===== src/rtl/neuron_integrate_fire_256.sv =====
// neuron_integrate_fire_256
// Integrate-and-fire compute stage for one neuron. It scans NUM_AXONS axons,
// one per cycle, and adds the selected weight for every spiking, connected axon
// into a saturating accumulator. It then adds the leak, runs the threshold
// compare, and writes the new potential back to the parameter store.
// Optional build macro: NEURON_SPIKE_COUNT_EN adds a saturating fire counter
// output, spike_count_o.
module neuron_integrate_fire_256 #(
    parameter int NUM_AXONS = 256,
    parameter int ACC_W     = 16
) (
    input  logic                   wb_clk_i,
    input  logic                   wb_rst_i,
    input  logic                   start_i,
    input  logic [NUM_AXONS-1:0]   spikes_i,
    input  logic [NUM_AXONS-1:0]   connect_i,
    input  logic [2*NUM_AXONS-1:0] axon_type_i,
    input  logic [7:0]             voltage_potential_i,
    input  logic [7:0]             pos_threshold_i,
    input  logic [7:0]             neg_threshold_i,
    input  logic [7:0]             leak_value_i,
    input  logic [7:0]             weight_type1_i,
    input  logic [7:0]             weight_type2_i,
    input  logic [7:0]             weight_type3_i,
    input  logic [7:0]             weight_type4_i,
    input  logic [7:0]             pos_reset_i,
    input  logic [7:0]             neg_reset_i,
    input  logic                   wb_busy_i,
    output logic [7:0]             ext_voltage_potential_o,
    output logic                   ext_write_enable_o,
    output logic                   spike_o,
    output logic                   busy_o,
    output logic                   done_o
`ifdef NEURON_SPIKE_COUNT_EN
    ,output logic [15:0]           spike_count_o
`endif
);

    localparam int IDX_W = $clog2(NUM_AXONS);
    localparam logic [IDX_W-1:0]       LAST_IDX = IDX_W'(NUM_AXONS - 1);
    localparam logic signed [ACC_W-1:0] ACC_MAX  = {1'b0, {(ACC_W-1){1'b1}}};
    localparam logic signed [ACC_W-1:0] ACC_MIN  = {1'b1, {(ACC_W-1){1'b0}}};
    localparam logic signed [ACC_W-1:0] C_P127   = ACC_W'(127);
    localparam logic signed [ACC_W-1:0] C_M128   = ~C_P127;

    typedef enum logic [2:0] {S_IDLE, S_INTEG, S_LEAK, S_FIRE, S_WB} state_t;

    state_t                  r_state, w_next;
    logic signed [ACC_W-1:0] r_acc;
    logic [IDX_W-1:0]        r_idx;
    logic [7:0]              r_new;
    logic [7:0]              r_ext_v;
    logic                    r_we, r_done, r_spike;

    logic [1:0]              w_type;
    logic [7:0]              w_weight;
    logic                    w_hit;
    logic signed [ACC_W-1:0] w_pos, w_negmag, w_neg;
    logic [7:0]              w_sat8;

    // Add a sign-extended byte to the accumulator; clamp to the ACC_W limits instead of wrapping.
    function automatic logic signed [ACC_W-1:0] sat_add(input logic signed [ACC_W-1:0] a,
                                                        input logic [7:0] b);
        logic signed [ACC_W:0] s;
        s = {a[ACC_W-1], a} + {{(ACC_W-7){b[7]}}, b};
        if (s[ACC_W] != s[ACC_W-1])
            sat_add = s[ACC_W] ? ACC_MIN : ACC_MAX;
        else
            sat_add = s[ACC_W-1:0];
    endfunction

    assign w_type   = axon_type_i[{r_idx, 1'b0} +: 2];
    assign w_hit    = spikes_i[r_idx] & connect_i[r_idx];
    assign w_pos    = {{(ACC_W-8){pos_threshold_i[7]}}, pos_threshold_i};
    assign w_negmag = {{(ACC_W-8){1'b0}}, neg_threshold_i};
    assign w_neg    = -w_negmag;

    // Weight mux and 8-bit clamp of the accumulator for the no-fire path.
    always_comb begin
        w_weight = weight_type1_i;
        case (w_type)
            2'd0: w_weight = weight_type1_i;
            2'd1: w_weight = weight_type2_i;
            2'd2: w_weight = weight_type3_i;
            2'd3: w_weight = weight_type4_i;
            default: w_weight = weight_type1_i;
        endcase
        w_sat8 = r_acc[7:0];
        if (r_acc > C_P127)
            w_sat8 = 8'h7F;
        else if (r_acc < C_M128)
            w_sat8 = 8'h80;
    end

    // State register.
    always_ff @(posedge wb_clk_i or posedge wb_rst_i) begin
        if (wb_rst_i) r_state <= S_IDLE;
        else          r_state <= w_next;
    end

    // Next-state logic: fixed-length scan, then leak, fire, and a writeback that waits for the bus.
    always_comb begin
        w_next = r_state;
        case (r_state)
            S_IDLE:  if (start_i) w_next = S_INTEG;
            S_INTEG: if (r_idx == LAST_IDX) w_next = S_LEAK;
            S_LEAK:  w_next = S_FIRE;
            S_FIRE:  w_next = S_WB;
            S_WB:    if (!wb_busy_i) w_next = S_IDLE;
            default: w_next = S_IDLE;
        endcase
    end

    // Datapath: accumulator, scan index, fire decision and registered writeback strobes.
    always_ff @(posedge wb_clk_i or posedge wb_rst_i) begin
        if (wb_rst_i) begin
            r_acc   <= '0;
            r_idx   <= '0;
            r_new   <= '0;
            r_ext_v <= '0;
            r_we    <= 1'b0;
            r_done  <= 1'b0;
            r_spike <= 1'b0;
        end else begin
            r_we   <= 1'b0;
            r_done <= 1'b0;
            case (r_state)
                S_IDLE: if (start_i) begin
                    r_acc <= {{(ACC_W-8){voltage_potential_i[7]}}, voltage_potential_i};
                    r_idx <= '0;
                end
                S_INTEG: begin
                    if (w_hit) r_acc <= sat_add(r_acc, w_weight);
                    r_idx <= r_idx + 1'b1;
                end
                S_LEAK: r_acc <= sat_add(r_acc, leak_value_i);
                S_FIRE: begin
                    if (r_acc >= w_pos) begin
                        r_spike <= 1'b1;
                        r_new   <= pos_reset_i;
                    end else if (r_acc < w_neg) begin
                        r_spike <= 1'b0;
                        r_new   <= neg_reset_i;
                    end else begin
                        r_spike <= 1'b0;
                        r_new   <= w_sat8;
                    end
                end
                S_WB: if (!wb_busy_i) begin
                    r_we    <= 1'b1;
                    r_done  <= 1'b1;
                    r_ext_v <= r_new;
                end
                default: ;
            endcase
        end
    end

`ifdef NEURON_SPIKE_COUNT_EN
    logic [15:0] r_spike_cnt;

    // Count fires; sticks at all-ones, cleared only by reset.
    always_ff @(posedge wb_clk_i or posedge wb_rst_i) begin
        if (wb_rst_i)
            r_spike_cnt <= '0;
        else if (r_state == S_FIRE && r_acc >= w_pos && r_spike_cnt != 16'hFFFF)
            r_spike_cnt <= r_spike_cnt + 16'd1;
    end

    assign spike_count_o = r_spike_cnt;
`endif

    assign ext_voltage_potential_o = r_ext_v;
    assign ext_write_enable_o      = r_we;
    assign done_o                  = r_done;
    assign spike_o                 = r_spike;
    assign busy_o                  = (r_state != S_IDLE);

endmodule

===== config.mk =====
export PLATFORM = sky130hd
export DESIGN_NAME = neuron_integrate_fire_256
export DESIGN_NICKNAME = d
export VERILOG_FILES = /design/src/rtl/neuron_integrate_fire_256.sv
export SDC_FILE = /design/constraint.sdc
export NUM_CORES = 1
export LEC_CHECK = 0
export CORE_AREA = 10 10 432 434
export DETAILED_ROUTE_END_ITERATION = 12
export DIE_AREA = 0 0 442 444
export PLACE_DENSITY = 0.38
export SLEW_MARGIN = 30
export SYNTH_ARGS = -nofsm -noshare
export SYNTH_HDL_FRONTEND = slang
export SYNTH_SLANG_ARGS = --single-unit
export TNS_END_PERCENT = 1

===== constraint.sdc =====
create_clock -name wb_clk_i -period 6.3 [get_ports wb_clk_i]
set_input_delay 0.945 -clock wb_clk_i [delete_from_list [all_inputs] [get_ports wb_clk_i]]
set_output_delay 0.945 -clock wb_clk_i [all_outputs]
set_load 0.01 [all_outputs]

==> flow_metrics.py <==
metrics = {
    "status": {
        "status": "completed",
    },
    "pwr": {
        "internal_power_mw": 5.35,
        "combinationalPowerShare": 0.906,
        "p_sw_frac": 0.520,
        "pwr-share-seq": 0.060,
        "total_power_mw": 11.1,
        "clkPwrFrac": 0.035,
        "leakagePower_nw": 9.97,
        "p_per_area_nw_per_um2": 394,
        "peakVddDrop_uv": 225,
        "p_switching_mw": 5.79,
    },
    "finish": {
        "postLayoutCoreUtil": 0.159,
        "drive_gt1_frac": 0.129,
        "syn_to_final_growth_pct": 120,
        "nNetsFinal": 3935,
    },
    "global_route": {
        "grt_pass1_vias": 20200,
        "grt_max_degree": 46,
        "grt_usage": 0.153,
        "antenna_found_initial": 82,
        "overflow": 0,
        "grt_pass1_wl_um": 202000,
    },
    "clocking": {
        "clk_latency_ns": 0.32,
        "cts_tree": "built",
        "root_buffer": "clkbuf_16",
        "clk_path_buf_depth": 2,
        "path_clk_slew_ns": 0.08,
        "cts_buffers": 5,
        "h-tree-depth": 2,
        "cts_hold_buf": 0,
        "cts_sinks": 45,
    },
    "logic_synthesis": {
        "synth_top_area_share": 0.196,
        "synth_nets": 2755,
        "synth_top_cell_by_area": "mux4_2",
        "synth.most_common_cell": "nand2_1",
        "synth_area_per_cell_sq_um": 8.14,
        "synth_edf_count": 0,
        "ys_seq_area_frac": 0.0876,
        "synth_warnings": 0,
        "synth_cell_types": 76,
        "synth_commonest_cells": "194 x nand2_1, 117 x nand3_1, 112 x mux4_2",
        "ys.flop_type": "dfrtp_1",
        "synth.area.top_cells": "mux4_2 20%, dfrtp_1 8.8%, mux2i_1 6.7%",
        "syn_area_sq_um": 12900,
        "async_flop_share": 1.00,
        "synth.ff_latch_count": 45,
        "netlist_instances": 1579,
    },
    "critical_path": {
        "cp_slowest_cell": "mux4_2",
        "worstPathRequired_ns": 6.50,
        "crit_family": "compound AO/OA/AOI/OAI gates",
        "end_kind": "register",
        "critPathMaxStageDelay_ns": 0.54,
        "start_kind": "input port",
        "crit_arrival_ns": 6.26,
        "worst_path_most_repeated_cell": "buf_4",
        "worstPathCellList": "clkdlybuf4s50_1 -> mux4_2 -> mux4_2 -> a22oi_2 -> a21oi_1 -> o41ai_4 -> buf_12 -> buf_4 -> buf_4 -> mux2i_1 -> mux2i_1 -> ha_1 -> buf_4 -> o21ai_0 -> o21bai_1 -> o211a_1 -> buf_4 -> o2111ai_1 -> nor3b_1 -> o211ai_1 -> a221o_1 -> mux2_2",
        "path_max_fanout": 6,
        "critPathKind": "in2reg",
        "critPathBufInv": 6,
    },
    "timing": {
        "skew_ns": 0.0102,
        "slew_headroom": 0.336,
        "min_period_ns": 6.05,
        "tightest_slew_ns": 0.996,
        "max_freq_mhz": 165,
        "setup_viol": 0,
        "hold_viol": 0,
        "fin_crit_sh": 0.961,
        "final_max_slew_viol_count": 0,
    },
    "detailed_routing": {
        "drc": 0,
        "vias": 19200,
        "wl_per_cell_um": 31.1,
        "vias_per_cell": 3.74,
        "drt_first_pass_iters": 6,
        "totalWireLength_um": 159000,
        "final_antenna_net_count": 0,
        "drt_iter0_markers": 1237,
    },
    "floorplanning": {
        "dieArea_sq_um": 196000,
        "die_w_um": 442,
        "rows": 155,
        "coreArea_sq_um": 178000,
        "start_util": 0.0723,
        "ioPinCount": 1120,
        "fp.dieH_um": 444,
    },
    "worst_hold_path": {
        "min_path_type": "reg2reg",
    },
    "placed_design": {
        "gp_congestion": 0.903,
        "port_buffers": 1119,
        "dp_hpwl_um": 144000,
    },
    "run": {
        "max-cap-violations": 0,
    },
}
sequential cells by signal, indices dropped and copies added, names as in the netlist:
signal and cells:
done_o 1, spike_o 1, r_acc 16, r_idx 8, r_new 8, r_state 3
ext_voltage_potential_o 8
per-stage QoR:
| stage | hold WS (ns) | std cells | setup slack [ns] | setup TNS [ns] | instance area (sq um) |
|---|---|---|---|---|---|
| after floorplan | 0.461 | 1579 | 0.301 | 0 | 12900 |
| after CTS | 0.511 | 5101 | 0.0205 | 0 | 28000 |
| after global routing | 0.528 | 5128 | -0.00311 | -0.00369 | 28300 |
| after global placement | 0.482 | 5088 | -0.533 | -5.82 | 27800 |
| final | 0.500 | 5130 | 0.246 | 0 | 28300 |
| after detailed placement | 0.489 | 5088 | -0.544 | -6.61 | 27800 |
metal layers:
| metal | vias up | global-route usage | part of all wire |
|---|---|---|---|
| li1 | 8712 | - | - |
| met1 | 9448 | 0.175 | 0.39 |
| met2 | 823 | 0.295 | 0.54 |
| met3 | 144 | 0.0252 | 0.051 |
| met4 | 34 | 0.0296 | 0.023 |
| met5 | - | 0 | 0.0014 |
kinds of logic after synthesis:
group	Yosys count	share of synthesized area
XOR/XNOR	27	0.0184
AND/OR/NAND/NOR	584	0.227
AO/OA/AOI/OAI	487	0.263
buffers and inverters	151	0.0579
multiplexers	213	0.276
adder cells (fa/ha/maj)	72	0.0705
flip-flops	45	0.0876
worst paths after layout:
path                                                    to  slack, ns        startpoint  cells after the start
min in group asynchronous       ext_voltage_potential_o[1]       1.21          wb_rst_i                      3
worst max-delay path                             r_acc[13]       0.25  axon_type_i[217]                     22
worst min register to register                    r_new[4]       0.50          r_new[4]                      2
max in group asynchronous                         r_idx[3]       4.50          wb_rst_i                      3
worst max register to register                   r_acc[13]       0.36          r_idx[0]                     24
worst min-delay path                              r_new[4]       0.50          r_new[4]                      2
power by group through the flow:
stage | combinational [mW] | clock, mW | sequential (mW)
floorplan | 5.47 | 0 | 0.477
global placement | 9.85 | 0 | 0.770
detailed placement | 9.80 | 0 | 0.774
CTS | 9.98 | 0.402 | 0.743
global route | 10.9 | 0.409 | 0.679
finish | 10.1 | 0.388 | 0.663
worst reg2reg max path, delay by kind of cell, from the launching register on:
family | cells | cell delay (ns)
buffers and inverters | 7 | 1.26
adders and majority gates | 1 | 0.28
AOI/OAI and AO/OA | 8 | 1.82
muxes | 5 | 1.55
and+or+nand+nor | 3 | 0.44
DFF | 1 | 0.46
layout make-up:
type,instances,area [sq um]
well taps,2355,2950
multi-input cells,1383,11100
inverters,31,116
flip-flops and latches,45,1140
repair buffers,1293,12700
clock inverters,3,68.8
fillers,20200,150000
clock buffers,5,125
diodes,15,37.5
cells in the final DEF, fill, tap and decap left out, types with 39 or more instances in the layout:
| master | instances |
|---|---|
| mux2i_1 | 86 |
| a21oi_1 | 68 |
| o21ai_0 | 92 |
| nand2_1 | 193 |
| nor2_1 | 57 |
| buf_4 | 156 |
| mux4_2 | 112 |
| ha_1 | 65 |
| clkdlybuf4s50_1 | 1118 |
| dfrtp_1 | 39 |
| nand3_1 | 116 |
| nand3b_1 | 40 |
| o211ai_1 | 90 |
timing repair:
| action | CTS | global route |
|---|---|---|
| endpoints found under the setup margin | 15 | 15 |
| setup buffers | 5 | 14 |
| gates resized for setup | 3 | 13 |
| pin swaps | 2 | 7 |
Power figures use the tool's default switching activity.
==> RTL change: new RTL, same settings <==
The 5 states of `state_t` get a one-hot encoding in 5 bits.
--- a/src/rtl/neuron_integrate_fire_256.sv
+++ b/src/rtl/neuron_integrate_fire_256.sv
@@ -44,5 +44,5 @@
     localparam logic signed [ACC_W-1:0] C_M128   = ~C_P127;
 
-    typedef enum logic [2:0] {S_IDLE, S_INTEG, S_LEAK, S_FIRE, S_WB} state_t;
+    typedef enum logic [4:0] {S_IDLE = 5'b00001, S_INTEG = 5'b00010, S_LEAK = 5'b00100, S_FIRE = 5'b01000, S_WB = 5'b10000} state_t;
 
     state_t                  r_state, w_next;
Function: same outputs for any inputs over 4 cycles, from zero or initial values and one cycle with wb_rst_i high; so few cycles prove little.
==> RTL change against the unedited design <==
Sequential cell count grew 2; hold slack lost 20 ps; total power shrank 38%; area after synthesis shrank 3.4%; critical endpoint is now r_acc[6]; clock power shrank 13%; final area shrank 0.41%; count of clock-buffer cells in the layout is the same; wire length grew 14%; worst setup slack lost 53 ps.
==> RTL change: results (changes against the unedited design) <==
[layout]
fin_nets=3828  ; -2.7%
buf_share_pct=45.4  ; +0.39 points
antennaDiodeCount=65  ; +50
multi_input_gates=1269  ; -8.2%
multi_input_area_share_pct=38.3  ; -0.97 points
clkCellAreaFrac_pct=0.613  ; -0.073 points
seq_cells=47  ; +4.4%
final_layout_size_suffix_gt1_share_pct=14.4  ; +1.5 points
buffers_excl_clock=1300  ; +0.54%

[synth]
seq_area_frac_synth_pct=9.48  ; +0.72 points
synthAdderAreaFrac_pct=6.97  ; -0.075 points
syn_area_per_cell_um2=8.54  ; +4.9%
synth_commonest_cells=nand2_1 (191), mux4_2 (132), nand3_1 (124)
syn_nets=2630  ; -4.5%
synth.area.top_cells=mux4_2 (24%), dfrtp_1 (9.3%), mux2i_1 (8.2%), ha_1 (6.6%), nand2_1 (5.8%)
synth-xor-area-share_pct=2.19  ; +0.35 points
synth_compound_area_share_pct=23.7  ; -2.6 points

[global_routing]
grt_antenna_before_repair=187  ; +130%
grt_first_pass_wirelength_um=224000  ; +11%
track_usage_pct=17.5  ; +2.3 points

[sta]
period_share_pct=96.9  ; +0.84 points
hold_slack_ps=480  ; -20.2 ps

[run_status]
outcome=finished clean

[placement]
place_area_um2=27500  ; -0.84%
gp_congestion=0.980  ; +8.5%

[setup_path]
reg2reg_slack_ps=280  ; -80 ps
cp.arrival_ps=6300  ; +40 ps
rr_endpoint=r_acc[6]
crit_start=axon_type_i[157]

[power_and_ir_drop]
internal_power_mw=3.52  ; -34%
powerSeq_uw=575  ; -13%

[hold_path]
min_from=r_new[7]
min_to=ext_voltage_potential_o[7]

[drt]
drtPass1Iterations=5  ; -1
wl_per_cell_um=35.9  ; +16%
route.vias.total=18745  ; -2.2%

[clock_network]
cts_resized=8  ; +5

RTL change: changes by cell type after synthesis, sizes merged, moves of 11 or more:
| cell | unedited run | this run |
|---|---|---|
| o21ai | 96 | 133 |
| o221ai | 8 | 19 |
| and2 | 14 | 3 |
| a22oi | 39 | 24 |
| nand4 | 33 | 8 |
| nor3 | 32 | 16 |
| mux4 | 112 | 132 |
| nor2 | 62 | 48 |
| mux2i | 86 | 102 |
| nand3b | 40 | 3 |
| o211ai | 90 | 47 |
| clkbuf | 51 | 39 |
RTL change: critical path, delay by kind of cell:
kind            cells  cell delay (ps)
buf+inv             6             1210
simple gates        3              260
mux                 4             1500
xor+xnor            1              160
compound gates      7             1580
fa+ha+maj           2              630
RTL change: metal layers:
metal,vias up,GRT usage (%),share of wire (%)
met1,9170,18.0,36
met2,937,33.1,53
met3,309,4.33,5.7
li1,8285,-,-
met5,-,0,0.15
met4,44,8.41,5.2
